[config.mk]
export PLATFORM = sky130hd
export DESIGN_NAME = clock_monitor
export DESIGN_NICKNAME = d
export VERILOG_FILES = /design/src/rtl/clock_monitor.sv
export SDC_FILE = /design/constraint.sdc
export NUM_CORES = 1
export LEC_CHECK = 0
export CAP_MARGIN = 30
export CORE_MARGIN = 2
export CORE_UTILIZATION = 40
export CTS_CLUSTER_SIZE = 25
export DETAILED_ROUTE_END_ITERATION = 7
export GPL_ROUTABILITY_DRIVEN = 0
export PLACE_DENSITY_LB_ADDON = 0.25
export SKIP_LAST_GASP = 1
export SYNTH_ARGS = -nofsm -noshare
export SYNTH_HDL_FRONTEND = slang
export SYNTH_SLANG_ARGS = --single-unit
[constraint.sdc]
create_clock -name mainclock -period 7.2 [get_ports mainclock]
set_input_delay 1.08 -clock mainclock [delete_from_list [all_inputs] [get_ports mainclock]]
set_output_delay 1.08 -clock mainclock [all_outputs]
set_load 0.03 [all_outputs]
[src/rtl/clock_monitor.sv]
// clock_monitor
//   Receive-side checker for divided clocks. Each channel measures the period
//   of its incoming clock in mainclock cycles, compares it with a programmed
//   expected period and reports lock plus a sticky fault flag. Runs entirely
//   in the mainclock domain; in_clocks are treated as asynchronous inputs.
//
// Ports
//   mainclock        in  reference clock, sole clock of the block
//   reset_n          in  asynchronous active-low reset
//   in_clocks        in  clocks under test, one bit per channel
//   expected_period  in  per-channel expected period, channel j at
//                        [j*cnt_width +: cnt_width]; 0 disables the channel
//   clear_fault      in  per-channel sticky-fault clear (1-cycle pulse)
//   measured_period  out last measured period per channel
//   locked           out channel running at its expected period
//   fault            out sticky mismatch/timeout flag per channel
module clock_monitor #(
  parameter int unsigned clock_number = 8,
  parameter int unsigned cnt_width    = 8,
  parameter int unsigned lock_count   = 4
) (
  input  logic                              mainclock,
  input  logic                              reset_n,
  input  logic [clock_number-1:0]           in_clocks,
  input  logic [clock_number*cnt_width-1:0] expected_period,
  input  logic [clock_number-1:0]           clear_fault,
  output logic [clock_number*cnt_width-1:0] measured_period,
  output logic [clock_number-1:0]           locked,
  output logic [clock_number-1:0]           fault
);

  localparam int unsigned MatchWidth = $clog2(lock_count + 1);

  localparam logic [cnt_width-1:0]  CntMax     = '1;
  localparam logic [cnt_width-1:0]  CntOne     = cnt_width'(1);
  localparam logic [cnt_width:0]    SampleOne  = (cnt_width + 1)'(1);
  localparam logic [MatchWidth-1:0] MatchOne   = MatchWidth'(1);
  localparam logic [MatchWidth-1:0] MatchLast  = MatchWidth'(lock_count - 1);

  typedef enum logic [1:0] {
    StIdle,
    StMeasure,
    StLocked
  } state_e;

  for (genvar j = 0; j < clock_number; j++) begin : g_ch

    logic                  sync1_q, sync2_q, prev_q, edge_q;
    logic [cnt_width-1:0]  cnt_q, cnt_d;
    logic [MatchWidth-1:0] match_q, match_d;
    state_e                state_q, state_d;
    logic [cnt_width-1:0]  meas_q, meas_d;
    logic                  locked_q, locked_d;
    logic                  fault_q, fault_d;
    logic                  fault_set;
    logic [cnt_width:0]    sample_wide;
    logic [cnt_width-1:0]  sample;
    logic [cnt_width-1:0]  expected;
    logic                  is_match;
    logic                  timeout;

    assign expected = expected_period[j*cnt_width +: cnt_width];

    // Sample is one wider than the counter so a saturated count clamps
    // instead of wrapping to zero.
    assign sample_wide = {1'b0, cnt_q} + SampleOne;
    assign sample      = sample_wide[cnt_width] ? CntMax : sample_wide[cnt_width-1:0];
    assign is_match    = (sample == expected);

    // Timeout only matters once the channel has seen an edge; an edge in the
    // same cycle takes priority because it restarts the count.
    assign timeout = (cnt_q == CntMax) && !edge_q && (state_q != StIdle);

    // Two-flop synchroniser followed by a registered rising-edge detector.
    always_ff @(posedge mainclock or negedge reset_n) begin
      if (!reset_n) begin
        sync1_q <= 1'b0;
        sync2_q <= 1'b0;
        prev_q  <= 1'b0;
        edge_q  <= 1'b0;
      end else begin
        sync1_q <= in_clocks[j];
        sync2_q <= sync1_q;
        prev_q  <= sync2_q;
        edge_q  <= sync2_q & ~prev_q;
      end
    end

    always_comb begin
      cnt_d = cnt_q;
      if (edge_q) begin
        cnt_d = '0;
      end else if (cnt_q != CntMax) begin
        cnt_d = cnt_q + CntOne;
      end
    end

    always_comb begin
      state_d   = state_q;
      match_d   = match_q;
      meas_d    = meas_q;
      locked_d  = locked_q;
      fault_set = 1'b0;

      if (expected == '0) begin
        // Disabled channel: still reports the period, never locks or faults.
        state_d  = StIdle;
        match_d  = '0;
        locked_d = 1'b0;
        if (edge_q) begin
          meas_d = sample;
        end
      end else begin
        unique case (state_q)
          StIdle: begin
            // First edge only starts the count; no period is known yet.
            match_d  = '0;
            locked_d = 1'b0;
            if (edge_q) begin
              state_d = StMeasure;
            end
          end

          StMeasure: begin
            if (edge_q) begin
              meas_d = sample;
              if (is_match) begin
                match_d = match_q + MatchOne;
                if (match_q == MatchLast) begin
                  state_d  = StLocked;
                  locked_d = 1'b1;
                end
              end else begin
                match_d = '0;
              end
            end else if (timeout) begin
              state_d  = StIdle;
              match_d  = '0;
              locked_d = 1'b0;
            end
          end

          StLocked: begin
            if (edge_q) begin
              meas_d = sample;
              if (!is_match) begin
                state_d   = StMeasure;
                match_d   = '0;
                locked_d  = 1'b0;
                fault_set = 1'b1;
              end
            end else if (timeout) begin
              state_d   = StIdle;
              match_d   = '0;
              locked_d  = 1'b0;
              fault_set = 1'b1;
            end
          end

          default: begin
            state_d  = StIdle;
            match_d  = '0;
            locked_d = 1'b0;
          end
        endcase
      end
    end

    // A new fault outranks a clear arriving in the same cycle.
    always_comb begin
      fault_d = fault_q;
      if (fault_set) begin
        fault_d = 1'b1;
      end else if (clear_fault[j]) begin
        fault_d = 1'b0;
      end
    end

    always_ff @(posedge mainclock or negedge reset_n) begin
      if (!reset_n) begin
        cnt_q    <= '0;
        match_q  <= '0;
        state_q  <= StIdle;
        meas_q   <= '0;
        locked_q <= 1'b0;
        fault_q  <= 1'b0;
      end else begin
        cnt_q    <= cnt_d;
        match_q  <= match_d;
        state_q  <= state_d;
        meas_q   <= meas_d;
        locked_q <= locked_d;
        fault_q  <= fault_d;
      end
    end

    assign measured_period[j*cnt_width +: cnt_width] = meas_q;
    assign locked[j]                                 = locked_q;
    assign fault[j]                                  = fault_q;

  end : g_ch

endmodule

==> out/metrics.csv, run 1 <==
stage,metric,value,unit
critical_path,r2r_slack,3.91,ns
floorplan,ios,162,
cells_and_area,drive_above_1_share,5.32,%
critical_path,critical-path-max-stage-delay,0.65,ns
cells_and_area,final_util,49.2,%
timing,final.setup_skew,0.0163,ns
power_and_ir_drop,p_int,2.91,mW
synthesis,synth_edf_count,0,
synthesis,synth_common_cells,"dfrtp_1 (216), nand2_1 (165), nor2_1 (133)",
critical_path,reg2reg_from,g_ch[7].cnt_q[0],
synthesis,synth_area_leader_cell,dfrtp_1,
power_and_ir_drop,p_clk_share,29.0,%
clock_network,root_buffer,clkbuf_16,
global_routing,grt_pass1_vias,10500,
critical_path,r2r_end,g_ch[7].state_q[1],
cells_and_area,area_growth,21.2,%
power_and_ir_drop,vdd_drop_max,0.206,mV
timing,fin_setup_tns,0,ns
route,drt_iter0_drc,613,
timing,slew_headroom,35.1,%
global_routing,grt_usage,18.0,%
route,vias,11000,
clock_network,htree_levels,1,
route,firstDrtPassIters,5,
timing,min_period_over_period,47.0,%
cells_and_area,n_antenna_cell,0,
run_status,status,"complete, no violations",
critical_path,startpoint_type,primary input,
floorplan,num_rows,65,
min_path,holdPathStages,0,
global_routing,grt_max_degree,129,
global_routing,overflow,0,
synthesis,async_flop_share,100,%
cells_and_area,final_area,15500,um2
critical_path,slowest_stage,a2111oi_2,
route,drc_errors,0,
place,hpwl,21700,um
synthesis,ys_types,86,
clock_network,cts_resized,0,
timing,hold_viol_final,0,
synthesis,yosysSeqAreaShare,42.4,%
power_and_ir_drop,sw_frac_of_total,37.1,%
synthesis,synth_most_common_cell,dfrtp_1,
route,avgRoutedWirePerCell,15.0,um
floorplan,start_util,40.5,%
timing,worstMarginPinSlew,0.966,ns
synthesis,ys_seq_elements,216,
clock_network,hold_buffers,0,
timing,setup_violations,0,
power_and_ir_drop,power_frac_comb,35.6,%
synthesis,synth_area,12800,um2
critical_path,crit_fanout,6,
route,top_layer_used,met4,
place,place_area,14600,um2
place,dpl_worst_slack,3.28,ns
synthesis,netlist.area_leader.share,42.4,%
clock_network,clk_path_buf_depth,3,
power_and_ir_drop,finalPower,4.63,mW
critical_path,r2r_cells,9,
timing,post-route-min-period,3.38,ns
critical_path,path_class,in2reg,
timing,setup_slack,3.82,ns
clock_network,cts_tree,built,
power_and_ir_drop,seq_power_share,35.4,%
cells_and_area,layoutNonFillerInstCount,1999,
timing,hold_ws,0.349,ns
power_and_ir_drop,p_leak,6.56,nW
clock_network,clock_latency,0.53,ns
floorplan,die_y,183,um
route,wl_met2,13700,um
cells_and_area,fillers,2916,
clock_network,cts_setup_buffers,0,
floorplan,die-area,33300,um2
clock_network,cts_sinks,216,
critical_path,cp-end-kind,flip-flop,
timing,clock.fmax,0.296,GHz
critical_path,crit_arrival,3.80,ns
route,dr_wl_met3,1590,um
cells_and_area,final_net_count,1717,
floorplan,core_area,31500,um2
timing,drv_slew,0,
synthesis,yosys_warnings,0,
synthesis,synth.avg_cell_area,8.80,um2
floorplan,die_x,183,um
synthesis,synthFlopType,dfrtp_1,
place,portBuffers,161,
run,maxCapViolations,0,
power_and_ir_drop,pwr_density_cell,299,nW/um2
min_path,hold_path_class,reg2reg,
global_routing,grt_pass1_wl,50800,um
power_and_ir_drop,power.switching,1.72,mW
route,wl_met1,14100,um
route,vias_per_cell,5.51,
min_path,hold_end,g_ch[7].sync2_q,
critical_path,crit_chain,"clkdlybuf4s50_1, or3_1, a21boi_0, o21ai_0, a2111oi_2, mux2_2, a221oi_1, o21ai_0",
critical_path,crit_top_cell,o21ai_0,
synthesis,syn-num-nets,1588,
route,wl,30000,um
critical_path,worstSetupStartpoint,expected_period[60],
route,drt.antenna.violating_nets,0,
critical_path,cp_data_required_time,7.61,ns
clock_network,cts_buffers,26,
synthesis,synth.area.top_cells,"dfrtp_1 (42%), ha_1 (5.5%), nand2_1 (4.9%)",
synthesis,synth_cells,1450,
clock_network,clk_pin_slew,0.06,ns
place,dp_cells,1953,
min_path,min_from,g_ch[7].sync1_q,
timing,rsz0062_at_grt,false,
global_routing,antenna_found_initial,0,
[kinds of logic after synthesis]
kind of cell	synth area share (%)
buffers and inverters	4.70
DFF	42.4
xor gates and xnor gates	3.28
and+or+nand+nor	24.5
muxes	1.62
AOI/OAI and AO/OA	18.0
adders and majority gates	5.49
[critical path: cells and delay by family]
family          cells  cell delay (ns)
simple gates        1             0.40
mux                 1             0.42
buf+inv             1             0.49
compound gates      5             1.39
[worst max path at each step]
stage | endpoint | cells past startpoint
floorplan | g_ch[7].state_q[1] | 7
global placement | g_ch[7].state_q[1] | 8
detailed placement | g_ch[7].state_q[1] | 8
CTS | g_ch[7].state_q[1] | 8
finish | g_ch[7].state_q[1] | 8
global route | g_ch[7].state_q[1] | 9
[layout make-up]
class	count	area (um2)	area share [%]
tap	402	503	3.25
clock buffer	33	718	4.64
multi-input combinational	1096	6760	43.7
timing repair buffer	166	1660	10.7
inverter	73	274	1.77
sequential	216	5410	34.9
clock inverter	13	154	0.995
[state kept, by name, summed over array words and instances, names as in the netlist]
| register | cells |
|---|---|
| g_ch.sync2_q | 8 |
| g_ch.sync1_q | 8 |
| g_ch.edge_q | 8 |
| g_ch.match_q | 24 |
| g_ch.fault_q | 8 |
| g_ch.state_q | 16 |
| g_ch.locked_q | 8 |
| g_ch.meas_q | 64 |
| g_ch.prev_q | 8 |
| g_ch.cnt_q | 64 |
[power groups by stage]
stage               registers, mW  logic, mW  clock network [mW]
detailed placement           1.66       1.63                   0
CTS                          1.64       1.64                1.38
finish                       1.64       1.64                1.34
floorplan                    1.76      0.986                   0
global route                 1.67       1.83                1.44
global placement             1.65       1.61                   0
[placed cells by master, fill, tap and decap left out, drive strengths merged, types with 18 or more instances in the layout]
| cell type | instances |
|---|---|
| and3 | 35 |
| or2 | 18 |
| xnor2 | 21 |
| clkdlybuf4s50 | 160 |
| dfrtp | 216 |
| a21oi | 71 |
| nor4 | 29 |
| nor3 | 37 |
| ha | 56 |
| inv | 72 |
| o31ai | 19 |
| and2 | 25 |
| clkbuf | 33 |
| o21ai | 121 |
| xor2 | 24 |
| a31oi | 19 |
| nor2 | 133 |
| nand4 | 21 |
| nand3 | 55 |
| nand2 | 165 |
[routing by layer]
layer  vias to the layer above  track usage (%)
met5                         -                0
met2                       269             29.2
li1                       5490                -
met1                      5214             25.2
met4                         0             4.00
met3                        45             2.99
No activity file was read; power rests on OpenSTA's default activity.
==> run 2: changes to the inputs <==
clock period = 3 ns   (was 7.2 ns; I/O delays follow)
==> run 2 against run 1 <==
Against the previous run: combinational power up 150%; routed wire length up 4.6%; register-to-register slack worse by 3.8 ns; worst setup slack worse by 3.7 ns; final cell count up 2.4%; total power up 150%; final area up 3.1%; die area unchanged; clock power rose to 2.6 times the previous value; global-route usage up 0.43 points; first-iteration DRC count up 18%; highest routed layer unchanged.
==> out/metrics.csv, run 2 (synthesized netlist as in run 1, its figures left out) <==
stage,metric,value,unit
run_status,status,"complete, no violations",
floorplan,num_rows,65,
cells_and_area,layoutNonFillerInstCount,2046,
route,vias,11300,
route,drc_errors,0,
timing,rsz0062_at_grt,true,
clock_network,htree_levels,1,
route,drt.antenna.violating_nets,0,
cells_and_area,final_net_count,1760,
global_routing,grt_pass1_vias,10700,
critical_path,slowest_stage,a2111oi_4,
clock_network,clk_pin_slew,0.06,ns
route,firstDrtPassIters,8,
floorplan,ios,162,
floorplan,core_area,31500,um2
critical_path,path_class,reg2reg,
global_routing,grt_usage,18.4,%
floorplan,die_y,183,um
run,maxCapViolations,0,
critical_path,crit_chain,"ha_2, nand3_1, or3_1, a21boi_0, o211ai_1, a2111oi_4, mux2_2, a221oi_1, o21ai_0",
critical_path,critical-path-max-stage-delay,0.41,ns
clock_network,cts_buffers,27,
timing,setup_violations,0,
critical_path,cp-end-kind,flip-flop,
critical_path,r2r_slack,0.11,ns
clock_network,cts_sinks,216,
route,avgRoutedWirePerCell,15.3,um
global_routing,grt_max_degree,73,
global_routing,grt_pass1_wl,51600,um
critical_path,cp_data_required_time,3.42,ns
timing,worstMarginPinSlew,0.948,ns
route,drt_iter0_drc,723,
floorplan,start_util,40.5,%
route,wl,31400,um
global_routing,overflow,0,
timing,drv_slew,0,
power_and_ir_drop,vdd_drop_max,0.524,mV
global_routing,antenna_found_initial,1,
power_and_ir_drop,pwr_density_cell,718,nW/um2
floorplan,die-area,33300,um2
min_path,hold_path_class,reg2reg,
min_path,min_from,g_ch[6].sync1_q,
cells_and_area,drive_above_1_share,8.71,%
timing,final.setup_skew,0.0156,ns
timing,min_period_over_period,96.2,%
place,portBuffers,161,
place,hpwl,22700,um
timing,hold_viol_final,0,
clock_network,clock_latency,0.55,ns
timing,hold_ws,0.337,ns
timing,post-route-min-period,2.89,ns
cells_and_area,final_util,50.7,%
clock_network,cts_tree,built,
power_and_ir_drop,p_leak,6.82,nW
critical_path,startpoint_type,flip-flop,
cells_and_area,area_growth,25.0,%
timing,slew_headroom,36.4,%
place,dp_cells,1994,
route,vias_per_cell,5.51,
floorplan,die_x,183,um
clock_network,root_buffer,clkbuf_16,
cells_and_area,reg.largest.list,"g_ch.cnt_q: 64 flops, g_ch.meas_q: 64 flops, g_ch.match_q: 24 flops",
critical_path,worstSetupStartpoint,g_ch[7].cnt_q[1],
cells_and_area,final_cell_mix,"dfrtp_1 (216), nand2_1 (165), clkdlybuf4s50_1 (160)",
clock_network,clk_path_buf_depth,3,
clock_network,cts_setup_buffers,0,
timing,clock.fmax,0.347,GHz
cells_and_area,final_common_cell,dfrtp_1,
critical_path,crit_arrival,3.31,ns
timing,fin_setup_tns,0,ns
critical_path,reg2reg_from,g_ch[7].cnt_q[1],
critical_path,crit_fanout,7,
run 2: cell types whose count changed in the layout (fill, tap and decap cells not counted), sizes merged:
| cell | before | now |
|---|---|---|
| buf | 6 | 47 |
| inv | 72 | 75 |
| diode | 0 | 2 |
| bufinv | 3 | 4 |
| clkinvlp | 4 | 3 |
| dlygate4sd3 | 0 | 1 |
run 2: what timing repair did:
| item | 4_1_cts | 5_1_grt |
|---|---|---|
| endpoints found under the setup margin | 0 | 21 |
| resized for setup | 0 | 13 |
| hold endpoints to repair | 69 | 0 |
| hold buffers | 1 | 0 |
run 2: final cells by class:
| type | count | area, um2 |
|---|---|---|
| antenna | 2 | 5.00 |
| clock buffer | 33 | 748 |
| clock inverter | 16 | 209 |
| fill | 2955 | 15500 |
| inverter | 73 | 274 |
| multi-input combinational | 1096 | 6820 |
| sequential | 216 | 5410 |
| tap | 402 | 503 |
| timing repair buffer | 208 | 1990 |
run 2: layer usage:
layer  routed length (um)  share of wire [%]  vias to the layer above  global-route usage [%]
li1                     -                  -                     5576                       -
met1                14700                 47                     5360                    25.4
met2                14400                 46                      294                    30.3
met3                 1550                4.9                       50                    2.77
met4                  759                2.4                        0                    4.71
met5                    0                  0                        -                       0
run 2: path summary, 6_finish.rpt:
check / to / cells after the start
max: g_ch[7].state_q[1] / 9
min: g_ch[6].sync2_q / 0
max reg2reg: g_ch[7].state_q[1] / 9
min reg2reg: g_ch[6].sync2_q / 0
max in group asynchronous: g_ch[0].cnt_q[1] / 3
min in group asynchronous: g_ch[7].sync1_q / 2
run 2: worst max-delay path, delay by kind of cell, from the launching register on:
kind            cells  cell delay (ns)
compound gates      5             1.24
fa+ha+maj           1             0.28
flops               1             0.40
mux                 1             0.40
simple gates        2             0.45
run 2: report_power, final:
part | internal [mW] | switching [mW] | leakage, nW
Combinational | 1.70 | 2.39 | 3.52
Sequential | 3.42 | 0.486 | 2.83
Clock | 2.13 | 1.33 | 0.466
run 2: through the flow:
stage | power, mW | cell area (um2) | worst slack [ns]
final | 11.5 | 16000 | 0.115
after detailed placement | 7.99 | 14900 | -0.0470
after global routing | 12.2 | 15900 | -0.145
after global placement | 7.91 | 14900 | 0.0338
after CTS | 11.5 | 15900 | 0.0192
after floorplan | 6.59 | 12800 | 0.175
==> run 3: changes to the inputs <==
clock period = 2.9 ns   (was 3 ns; I/O delays follow)
==> run 3 against run 2 <==
Against the previous run: clock skew fell by 0.0046 ns; clock power barely moved; combinational power grew 5.9%; sequential share of layout area shrank 0.35 points; clock-buffer cell count decreased by 1.
==> out/metrics.csv, run 3 (synthesized netlist as in run 1, its figures left out) <==
stage,metric,value,unit
critical_path,critical-path-max-stage-delay,0.42,ns
route,firstDrtPassIters,5,
clock_network,clk_pin_slew,0.06,ns
cells_and_area,drive_above_1_share,10.4,%
global_routing,grt_max_degree,79,
critical_path,slowest_stage,dfrtp_1,
min_path,hold_path_class,in2reg,
route,avgRoutedWirePerCell,15.2,um
floorplan,die_y,183,um
cells_and_area,final_common_cell,dfrtp_1,
clock_network,root_buffer,clkbuf_16,
cells_and_area,layoutNonFillerInstCount,2063,
timing,setup_slack,0.120,ns
critical_path,cp_data_required_time,3.31,ns
route,drt_iter0_drc,591,
cells_and_area,reg.largest.list,"g_ch.cnt_q: 64 flops, g_ch.meas_q: 64 flops, g_ch.match_q: 24 flops",
critical_path,r2r_cells,8,
critical_path,path_class,reg2reg,
route,vias_per_cell,5.48,
floorplan,die-area,33300,um2
power_and_ir_drop,pwr_density_cell,731,nW/um2
power_and_ir_drop,vdd_drop_max,0.428,mV
cells_and_area,n_antenna_cell,0,
timing,hold_viol_final,0,
global_routing,grt_usage,18.6,%
power_and_ir_drop,finalPower,11.8,mW
floorplan,die_x,183,um
clock_network,cts_buffers,27,
global_routing,overflow,0,
cells_and_area,final_cell_mix,"dfrtp_1 (216), nand2_1 (165), clkdlybuf4s50_1 (160)",
timing,clock.fmax,0.360,GHz
timing,drv_slew,0,
critical_path,r2r_slack,0.12,ns
timing,worstMarginPinSlew,1.03,ns
critical_path,crit_chain,"ha_1, o31a_1, or3_1, a211o_1, nor4b_4, and2_4, o21ai_2, a311o_1",
critical_path,startpoint_type,flip-flop,
clock_network,cts_tree,built,
floorplan,num_rows,65,
clock_network,clk_path_buf_depth,3,
cells_and_area,final_net_count,1780,
power_and_ir_drop,p_leak,6.92,nW
floorplan,core_area,31500,um2
critical_path,endpoint,g_ch[1].locked_q,
clock_network,cts_sinks,216,
place,dpl_worst_slack,-0.134,ns
timing,rsz0062_at_grt,true,
cells_and_area,final_util,51.2,%
timing,min_period_over_period,95.9,%
route,drc_errors,0,
floorplan,ios,162,
floorplan,start_util,40.5,%
run_status,status,"complete, no violations",
cells_and_area,area_growth,26.3,%
clock_network,clock_latency,0.53,ns
global_routing,grt_pass1_wl,52500,um
timing,setup_violations,0,
route,vias,11300,
place,dp_cells,2012,
critical_path,reg2reg_from,g_ch[1].cnt_q[0],
critical_path,crit_fanout,4,
critical_path,worstSetupStartpoint,g_ch[1].cnt_q[0],
route,wl,31300,um
timing,final.setup_skew,0.0110,ns
critical_path,r2r_end,g_ch[1].locked_q,
timing,slew_headroom,30.6,%
place,portBuffers,161,
global_routing,grt_pass1_vias,10900,
run,maxCapViolations,0,
timing,post-route-min-period,2.78,ns
route,drt.antenna.violating_nets,0,
global_routing,antenna_found_initial,0,
timing,fin_setup_tns,0,ns
clock_network,htree_levels,1,
critical_path,crit_arrival,3.19,ns
place,hpwl,22900,um
critical_path,cp-end-kind,flip-flop,
-- run 3: cell count changes in the layout (fill, tap and decap cells not counted), sizes merged --
cell,delta
buf,+20
clkbuf,-1
clkinv,+3
clkinvlp,-1
diode,-2
inv,-2
-- run 3: stage by stage --
step           instance area, um2  hold slack (ns)
4_1_cts                     16000            0.314
5_1_grt                     16100            0.328
2_1_floorplan               12800            0.139
6_report                    16100            0.338
3_5_place_dp                15100            0.335
3_3_place_gp                15000            0.336
-- run 3: layer usage --
metal  routed length [um]  share of wire [%]  global-route usage, %
met3                 1510                4.8                   2.49
met5                    0                  0                      0
met4                  701                2.2                   4.97
met2                14400                 46                   30.7
met1                14700                 47                   25.9
-- run 3: worst min-delay path by stage --
| stage | endpoint | start | depth (start not counted) | slack, ns |
|---|---|---|---|---|
| 5_1_grt | g_ch[1].sync1_q | in_clocks[1] | 1 | 0.33 |
| 6_report | g_ch[7].sync1_q | in_clocks[7] | 1 | 0.34 |
| 4_1_cts | g_ch[7].sync1_q | in_clocks[7] | 1 | 0.31 |
| 3_5_place_dp | g_ch[6].sync2_q | g_ch[6].sync1_q | 0 | 0.33 |
| 3_3_place_gp | g_ch[4].sync2_q | g_ch[4].sync1_q | 0 | 0.34 |
| 2_1_floorplan | g_ch[0].cnt_q[0] | reset_n | 0 | 0.14 |
-- run 3: final cells by class --
class	count	area, um2
fillers	2938	15400
well taps	402	503
clock buffers	32	704
inverters	73	274
clock inverters	16	196
flip-flops and latches	216	5410
multi-input cells	1096	6890
repair buffers	228	2140
-- run 3: critical path: cells and delay by family, from the launching register on --
family          cells  cell delay, ns
flops               1            0.42
compound gates      4            1.05
simple gates        3            0.94
fa+ha+maj           1            0.24
-- run 3: where the power goes --
group	switching [mW]	total [mW]	leakage (nW)	internal (mW)
Combinational	2.50	4.33	3.64	1.82
Clock	1.34	3.43	0.442	2.09
Sequential	0.493	4.03	2.83	3.53
-- run 3: repair_timing --
action                                 4_1_cts  5_1_grt
buffers inserted                             0        2
pin swaps                                    1        2
setup endpoints to repair                    1       27
hold buffers                                 1        0
endpoints found under the hold margin       75        0
gates resized for setup                      0       30
